File: src/rtl/sprite_param_regs_if.sv
// Avalon-MM slave bus bundle for sprite_param_regs.
// Word-addressed, fixed read latency of 1, no waitrequest.
interface sprite_param_regs_if;
  logic [7:0]  avs_address;
  logic        avs_read;
  logic        avs_write;
  logic [31:0] avs_writedata;
  logic [31:0] avs_readdata;

  modport master (output avs_address, avs_read, avs_write, avs_writedata,
                  input  avs_readdata);
  modport slave  (input  avs_address, avs_read, avs_write, avs_writedata,
                  output avs_readdata);
endinterface

File: src/rtl/sprite_param_regs.sv
// Double-buffered sprite parameter register file.
// CPU writes land in a shadow set. The whole shadow set is copied to the
// active outputs on a frame_sync rising edge, so a frame never shows a
// half-updated sprite set.
// Optional feature: define SPRITE_PARAMS_READBACK_EN to read shadow
// POS/ATTR words back. Without it, sprite addresses read as 0.
module sprite_param_regs #(
  parameter int NUM_SPRITES = 8
) (
  input  logic                      clk,
  input  logic                      reset,
  sprite_param_regs_if.slave        avs,
  input  logic                      frame_sync,
  output logic [NUM_SPRITES*10-1:0] spr_x,
  output logic [NUM_SPRITES*10-1:0] spr_y,
  output logic [NUM_SPRITES*4-1:0]  spr_frame,
  output logic [NUM_SPRITES-1:0]    spr_en,
  output logic                      commit_pulse
);

  localparam logic [7:0] ADDR_CTRL   = 8'h80;
  localparam logic [7:0] ADDR_STATUS = 8'h81;
  localparam logic [7:0] ADDR_FCNT   = 8'h82;

  logic        r_fs_d;
  logic        r_pending;
  logic        r_commit_req;
  logic        r_auto_commit;
  logic [15:0] r_frame_cnt;
  logic        r_commit_pulse;
  logic [31:0] r_readdata;

  logic [6:0]  w_idx;
  logic        w_spr_region;
  logic        w_spr_wr;
  logic        w_ctrl_wr;
  logic        w_edge;
  logic        w_commit;
  logic [31:0] w_rdata;
  logic        w_unused_wdata;

  assign w_idx        = avs.avs_address[7:1];
  assign w_spr_region = ~avs.avs_address[7] && (w_idx < 7'(NUM_SPRITES));
  assign w_spr_wr     = avs.avs_write && w_spr_region;
  assign w_ctrl_wr    = avs.avs_write && (avs.avs_address == ADDR_CTRL);
  assign w_edge       = frame_sync && ~r_fs_d;
  // The commit decision uses register state from before any write in this
  // cycle. A colliding write therefore never changes what is committed.
  assign w_commit     = w_edge && ((r_auto_commit && r_pending) || r_commit_req);

  // These writedata bits sit in reserved fields of the register map.
  assign w_unused_wdata = &{avs.avs_writedata[15:10], avs.avs_writedata[30:26]};

`ifdef SPRITE_PARAMS_READBACK_EN
  logic [NUM_SPRITES-1:0][31:0] w_sh_pos;
  logic [NUM_SPRITES-1:0][31:0] w_sh_attr;
`endif

  genvar k;
  generate
    for (k = 0; k < NUM_SPRITES; k++) begin : g_spr
      logic [9:0] r_sh_x, r_sh_y, r_act_x, r_act_y;
      logic [3:0] r_sh_frame, r_act_frame;
      logic       r_sh_en, r_act_en;
      logic       w_sel;

      assign w_sel = w_spr_wr && (w_idx == 7'(k));

      // Per-sprite shadow and active copies. The active copy only moves on
      // a commit and picks up the shadow value from before this cycle's write.
      always_ff @(posedge clk) begin
        if (reset) begin
          r_sh_x <= '0; r_sh_y <= '0; r_sh_frame <= '0; r_sh_en <= 1'b0;
          r_act_x <= '0; r_act_y <= '0; r_act_frame <= '0; r_act_en <= 1'b0;
        end else begin
          if (w_commit) begin
            r_act_x     <= r_sh_x;
            r_act_y     <= r_sh_y;
            r_act_frame <= r_sh_frame;
            r_act_en    <= r_sh_en;
          end
          if (w_sel && !avs.avs_address[0]) begin
            r_sh_x <= avs.avs_writedata[9:0];
            r_sh_y <= avs.avs_writedata[25:16];
          end
          if (w_sel && avs.avs_address[0]) begin
            r_sh_frame <= avs.avs_writedata[3:0];
            r_sh_en    <= avs.avs_writedata[31];
          end
        end
      end

      assign spr_x[10*k +: 10]    = r_act_x;
      assign spr_y[10*k +: 10]    = r_act_y;
      assign spr_frame[4*k +: 4]  = r_act_frame;
      assign spr_en[k]            = r_act_en;
`ifdef SPRITE_PARAMS_READBACK_EN
      assign w_sh_pos[k]  = {6'b0, r_sh_y, 6'b0, r_sh_x};
      assign w_sh_attr[k] = {r_sh_en, 27'b0, r_sh_frame};
`endif
    end
  endgenerate

  // Control state: frame-edge history, pending flag, commit request,
  // auto-commit mode and the free-running frame counter.
  always_ff @(posedge clk) begin
    if (reset) begin
      r_fs_d         <= 1'b0;
      r_pending      <= 1'b0;
      r_commit_req   <= 1'b0;
      r_auto_commit  <= 1'b1;
      r_frame_cnt    <= '0;
      r_commit_pulse <= 1'b0;
    end else begin
      r_fs_d         <= frame_sync;
      r_commit_pulse <= w_commit;
      if (w_edge) r_frame_cnt <= r_frame_cnt + 16'd1;
      // A sprite write in the same cycle as a commit leaves fresh data in
      // the shadow set, so pending must stay set.
      if (w_spr_wr)      r_pending <= 1'b1;
      else if (w_commit) r_pending <= 1'b0;
      if (w_ctrl_wr) r_auto_commit <= avs.avs_writedata[0];
      // A commit consumes the request. A request written on a non-committing
      // edge stays set and is serviced on the next edge.
      if (w_commit)                            r_commit_req <= 1'b0;
      else if (w_ctrl_wr && avs.avs_writedata[1]) r_commit_req <= 1'b1;
    end
  end

  // Read mux over register state from before this cycle's write.
  always_comb begin
    w_rdata = '0;
    case (avs.avs_address)
      ADDR_CTRL:   w_rdata = {30'b0, r_commit_req, r_auto_commit};
      ADDR_STATUS: w_rdata = {30'b0, r_commit_req, r_pending};
      ADDR_FCNT:   w_rdata = {16'b0, r_frame_cnt};
      default: begin
`ifdef SPRITE_PARAMS_READBACK_EN
        for (int i = 0; i < NUM_SPRITES; i++) begin
          if (w_spr_region && (w_idx == 7'(i)))
            w_rdata = avs.avs_address[0] ? w_sh_attr[i] : w_sh_pos[i];
        end
`endif
      end
    endcase
  end

  // Readdata is registered with a latency of 1 and holds between reads.
  always_ff @(posedge clk) begin
    if (reset)              r_readdata <= '0;
    else if (avs.avs_read)  r_readdata <= w_rdata;
  end

  assign avs.avs_readdata = r_readdata;
  assign commit_pulse     = r_commit_pulse;

endmodule

File: src/flat_wrapper.sv
// flat-port wrapper written by rule: the top's interface ports become plain ports
module sprite_param_regs_flat 
#(
  parameter int NUM_SPRITES = 8
)
  (clk, reset, frame_sync, spr_x, spr_y, spr_frame, spr_en, commit_pulse, avs_avs_address, avs_avs_read, avs_avs_write, avs_avs_writedata, avs_avs_readdata);
  sprite_param_regs_if avs_i ();
  input  logic clk;
  input  logic reset;
  input  logic frame_sync;
  output logic [NUM_SPRITES*10-1:0] spr_x;
  output logic [NUM_SPRITES*10-1:0] spr_y;
  output logic [NUM_SPRITES*4-1:0] spr_frame;
  output logic [NUM_SPRITES-1:0] spr_en;
  output logic commit_pulse;
  input wire logic [$bits(avs_i.avs_address)-1:0] avs_avs_address;
  input wire logic [$bits(avs_i.avs_read)-1:0] avs_avs_read;
  input wire logic [$bits(avs_i.avs_write)-1:0] avs_avs_write;
  input wire logic [$bits(avs_i.avs_writedata)-1:0] avs_avs_writedata;
  output wire logic [$bits(avs_i.avs_readdata)-1:0] avs_avs_readdata;
  assign avs_i.avs_address = avs_avs_address;
  assign avs_i.avs_read = avs_avs_read;
  assign avs_i.avs_write = avs_avs_write;
  assign avs_i.avs_writedata = avs_avs_writedata;
  assign avs_avs_readdata = avs_i.avs_readdata;
  sprite_param_regs #(.NUM_SPRITES(NUM_SPRITES)) u_core (.clk(clk), .reset(reset), .avs(avs_i), .frame_sync(frame_sync), .spr_x(spr_x), .spr_y(spr_y), .spr_frame(spr_frame), .spr_en(spr_en), .commit_pulse(commit_pulse));
endmodule
File: config.mk
export PLATFORM = sky130hd
export DESIGN_NAME = sprite_param_regs_flat
export DESIGN_NICKNAME = d
export VERILOG_FILES = /design/src/rtl/sprite_param_regs_if.sv /design/src/rtl/sprite_param_regs.sv /design/src/flat_wrapper.sv
export SDC_FILE = /design/constraint.sdc
export NUM_CORES = 1
export LEC_CHECK = 0
export BUFFER_PORTS_ARGS = -buffer_cell sky130_fd_sc_hd__buf_2
export CAP_MARGIN = 25
export CELL_PAD_IN_SITES_DETAIL_PLACEMENT = 2
export CELL_PAD_IN_SITES_GLOBAL_PLACEMENT = 2
export CORE_ASPECT_RATIO = 0.9
export CORE_MARGIN = 2
export CORE_UTILIZATION = 35
export DETAILED_ROUTE_END_ITERATION = 10
export PLACE_DENSITY_LB_ADDON = 0.12
export SETUP_SLACK_MARGIN = 0.1
export SYNTH_ARGS = -nofsm -noshare
export SYNTH_HDL_FRONTEND = slang
export SYNTH_SLANG_ARGS = --single-unit
File: constraint.sdc
create_clock -name clk -period 1.8 [get_ports clk]
set_input_delay 0.54 -clock clk [delete_from_list [all_inputs] [get_ports clk]]
set_output_delay 0.54 -clock clk [all_outputs]
set_load 0.01 [all_outputs]
======== Word level (Yosys, flattened, before mapping) ========
Cells that the tools add are included.
W data, S select, Z words.
word-level totals
  word-level logic and storage cells ...... 124
  bits in latches ......................... 0
  ROM bits ................................ 0
  memories ................................ 0
  input bits .............................. 45
  memory bits (writable) .................. 0
  register bits after elaboration ......... 453
operators by class
  reduce and logical (&&, ||, !) cells .... 36
  order comparisons ....................... 1
  shift-type cells ........................ 0
  $mul .................................... 0
  bitwise gates (word level) .............. 2
  eq/ne operators ......................... 10
  muxes and demuxes ....................... 3
  add/subtract/negate cells ............... 1
  div/mod/pow operators ................... 0
operators with widths
  operator                 count
  $pmux W16 S3             1
  $logic_and A1 B1 Y1      31
  $eq A7 B3 Y1 const B     4
  $eq A8 B8 Y1 const B     3
  $add A16 B1 Y16 const B  1
  $eq A7 B2 Y1 const B     2
  $eq A7 B1 Y1 const B     1
  $logic_not A7 Y1         1
  $lt A7 B4 Y1 const B     1
  $mux W1                  2
  $not A1 Y1               2
  $reduce_bool A2 Y1       1
  $reduce_or A2 Y1         1
  $logic_not A1 Y1         1
  $logic_or A1 B1 Y1       1

======== Longest topological paths before layout ========
  depth in word-level cells ............... 5
  gate-level depth with buffers ........... 7

======== Worst setup path before layout ========
Ideal clock, no wire load.
  path kind ............................... input port to flip-flop
  start ................................... input frame_sync
  end ..................................... register u_core.g_spr[0].r_act_frame[0]
  library setup time ...................... 117 ps
  data arrival time ....................... 1,507 ps
  cell stages on the path ................. 6
  buffers on the path ..................... 2
  data required time ...................... 1,683 ps
  setup slack ............................. 176 ps
  path through ............................ and2b_4 > and2b_1 > and2b_1 > buf_2 > buf_2 > a22o_1
between the ends
  word-level cells in the longest chain between the ends .. 2
ends and longest elaborated chain
  element               RTL line                 text
  start, declared       flat_wrapper.sv:10       input logic frame_sync;
  $logic_and A1 B1 Y1   sprite_param_regs.sv:46  assign w_edge = frame_sync && ~r_fs_d;
  $logic_and A1 B1 Y1   sprite_param_regs.sv:49  assign w_commit = w_edge && ((r_auto_commit && r_pending) || r_commit_req);
  end signal, assigned  sprite_param_regs.sv:79  r_act_frame <= r_sh_frame;
  end, declared         sprite_param_regs.sv:63  logic [3:0] r_sh_frame, r_act_frame;
Every way passes these cells.
A chain may end at the register's enable or synchronous reset.

======== Worst setup path after layout ========
  start ................................... register u_core.g_spr[3].r_act_y[8]
  end ..................................... output spr_y[38]
RTL lines
  element                 RTL line                 text
  start, declared         sprite_param_regs.sv:62  logic [9:0] r_sh_x, r_sh_y, r_act_x, r_act_y;
  start signal, assigned  sprite_param_regs.sv:78  r_act_y <= r_sh_y;
  end, declared           flat_wrapper.sv:12       output logic [NUM_SPRITES*10-1:0] spr_y;
No word-level cell between the ends.

==> run metrics <==
Top FF cell, synth=dfxtp_1; syn avg cell area=10.20 um^2; sequential share of the synthesized area=~58%; VDD IR max=510.1 uV; clk slew on worst S/H paths=60 ps; Clk Latency, worst-skew pair=570 ps; Post-Syn Instances=1480; nature of the critical path endpoint=output port; Max-Cap Viols=0; drt via density=5.142; pwr/cell area=1061 nW/um^2; CTS Buf Count=47; Slew Viols, Final=0; # DRC=0; share of cells above drive strength 1=25.51%; final setup margin=132.5 ps; Max stage delay cell, worst path=dfxtp_1; final setup fails=0; Worst Path Arrival=1130 ps; Die W=223.0 um; gpl congestion=about 0.72; H-tree depth=2; global-route wire length before repair=78280 um; sequential cell area=just under 9000 um^2; CTS tree=done; die area=44830 um^2; clk sinks=437; crit-path cells=buf_2; setup slack at placement=-208.8 ps; Relative slew margins=between 50% and 60%; TNS Setup=0 ps; final hold slack=326.1 ps; area of the multi-input gates=~5500 um^2; die height=between 200 and 250 um; crit-path max cell delay=around 400 ps; worst hold path type=in -> reg; Final Util=44.11%; Worst Tran Pin Value=614.0 ps; total gr overflow=0; DRT iter0 DRCs=504; RSZ-0062 raised after global routing=yes; post-route clock period utilization=92.64%; DRT Pass-1 Iters=4; nets@finish=1766; CTS max path bufs=3; f_max=0.5997 GHz; Worst Path Class, Setup=reg -> out; crit path buf inv count=1; Largest delay share family, worst path=flip-flops; antenna violations before repair=5; final wirelength=51270 um; status=complete, no violations; CP max FO=2; final hold vios=0; fin crit period=1667 ps; I/O pin total=278; Mapped Area=15100 um^2; Yosys reg bits=437; ys async rst share=0%; clock root buffer=clkbuf_16; clock skew=10.93 ps; Via Count=11870; Leakage=0.008369 uW; Buffers on Ports=between 200 and 300; FILL cells=between 4000 and 5000; All-Layer GR Usage=22.80%; largest net degree at the start of global routing=94; HPWL Detailed=33310 um; PnR Total Power=20030 uW; Critical Path Start Type=flip-flop; Initial Util=35.29%; Area Overhead vs Synth=24.98%; post-synth cell types=48; Routed Antenna Nets=0; Critical Path RT=1260 ps; number of global-route vias before repair=~13000; row cnt=72; EDFF count, synth=0; synth warn=0; core area=around 43000 um^2; DR WL/cell=22.20 um
-- flip-flops by register name, indices dropped and copies added (netlist names) --
register and count:
u_core.avs.avs_readdata 16, u_core.commit_pulse 1, u_core.g_spr.r_act_en 8, u_core.g_spr.r_act_frame 32, u_core.g_spr.r_act_x 80, u_core.g_spr.r_act_y 80, u_core.g_spr.r_sh_en 8, u_core.g_spr.r_sh_frame 32
u_core.g_spr.r_sh_x 80, u_core.g_spr.r_sh_y 80, u_core.r_auto_commit 1, u_core.r_commit_req 1, u_core.r_frame_cnt 16, u_core.r_fs_d 1, u_core.r_pending 1
-- per-stage QoR --
stage | std cells | instance area (um^2)
finish | 2309 | 18870
global route | 2308 | 18870
CTS | 2305 | 18810
detailed placement | 2223 | 17260
global placement | 2223 | 17260
floorplan | 1495 | 15160
-- cell type report --
class                      instances  share of cell area (%)
inverter                           6                  0.1193
sequential                       437                   46.41
clock buffer                      72                   7.590
antenna                            2                 0.02652
multi-input combinational        894                   29.35
timing repair buffer             334                   12.30
clock inverter                     9                  0.5237
tap                              555                   3.679
-- layer usage --
metal	part of all wire [%]	vias up	global-route usage, %
met1	46	6028	29.98
met4	1.8	4	6.328
met2	48	229	38.01
met5	0.053	-	0
met3	5.0	62	4.611
li1	-	5550	-
-- Yosys cell counts, types with 2 or more instances --
library cell,number,area (um^2)
nor3_1,5,25.02
and2b_1,2,15.01
nand2b_1,18,112.6
buf_2,74,370.4
a21oi_2,3,26.28
and3_1,4,25.02
and3_4,4,45.04
nor4_1,2,12.51
o2bb2ai_1,2,17.52
xnor2_1,8,70.07
buf_1,4,15.01
dfxtp_1,437,8748
nor2_1,95,356.6
nor2b_1,3,18.77
clkbuf_1,39,146.4
xor2_1,2,17.52
a31o_2,3,26.28
nor4bb_1,2,20.02
mux2i_1,83,830.8
nand4_1,6,37.54
inv_1,6,22.52
a22o_1,200,1752
buf_6,9,101.4
nand3_1,25,125.1
nand2_1,243,912.1
nand3_2,5,50.05
nand4_2,4,50.05
nand3b_1,3,22.52
a21oi_1,138,690.7
buf_4,32,240.2
o21ai_0,2,10.01
-- final timing paths --
| path | startpoint | endpoint | slack, ps | cells past startpoint |
|---|---|---|---|---|
| min reg2reg | u_core.g_spr[1].r_sh_x[5]$_SDFFE_PP0P_ | u_core.g_spr[1].r_act_x[5]$_SDFFE_PP0P_ | 460 | 1 |
| max reg2reg | u_core.r_auto_commit$_SDFFE_PP1P_ | u_core.g_spr[2].r_act_x[9]$_SDFFE_PP0P_ | 140 | 7 |
| min | frame_sync | u_core.r_fs_d$_SDFF_PP0_ | 330 | 3 |
| max | u_core.g_spr[3].r_act_y[8]$_SDFFE_PP0P_ | spr_y[38] | 130 | 1 |
-- worst reg2reg max path, delay by kind of cell (launching register included) --
family / cells / cell delay [ps]
buf+inv: 3 / 550
simple gates: 2 / 360
flops: 1 / 350
compound gates: 2 / 350
-- layout by cell type (no fill, tap or decap), types with 4 or more instances in the layout --
master | synthesis | final
dfxtp_1 | 437 | 428
buf_2 | 74 | 249
nand2_1 | 243 | 243
a22o_1 | 200 | 200
a21oi_1 | 138 | 137
nor2_1 | 95 | 94
mux2i_1 | 83 | 83
buf_4 | 32 | 51
clkbuf_16 | 0 | 50
buf_12 | 0 | 28
nand3_1 | 25 | 24
nand2b_1 | 18 | 18
conb_1 | 1 | 16
clkbuf_8 | 0 | 13
clkbuf_1 | 39 | 11
dfxtp_2 | 0 | 9
xnor2_1 | 8 | 8
nand3_2 | 5 | 6
inv_1 | 6 | 6
nand4_1 | 6 | 6
clkinv_2 | 0 | 6
nor3_1 | 5 | 5
nand4_2 | 4 | 4
and3_1 | 4 | 4
and3_4 | 4 | 4
a21oi_2 | 3 | 4
-- kinds of logic after synthesis --
family,Yosys count,synth area share (%)
DFF,437,57.93
and+or+nand+nor,434,13.09
AOI/OAI and AO/OA,349,16.76
buffers and inverters,164,5.932
muxes,84,5.601
xor gates and xnor gates,10,0.5800
adders and majority gates,1,0.08284
other,1,0.02483
-- report_power, final --
group	internal [uW]	switching [uW]	leakage (uW)	total, uW
logic	194	484	0.00409	679
clock network	5730	3930	0.000759	9660
registers	9680	10.1	0.00352	9690
-- timing repair --
action	CTS	global route
gates resized for setup	6	8
setup endpoints to repair	13	174
buffers inserted	1	1
hold buffers	0	0
cloned	0	1
pin swaps	0	0
Power figures use the tool's default switching activity.
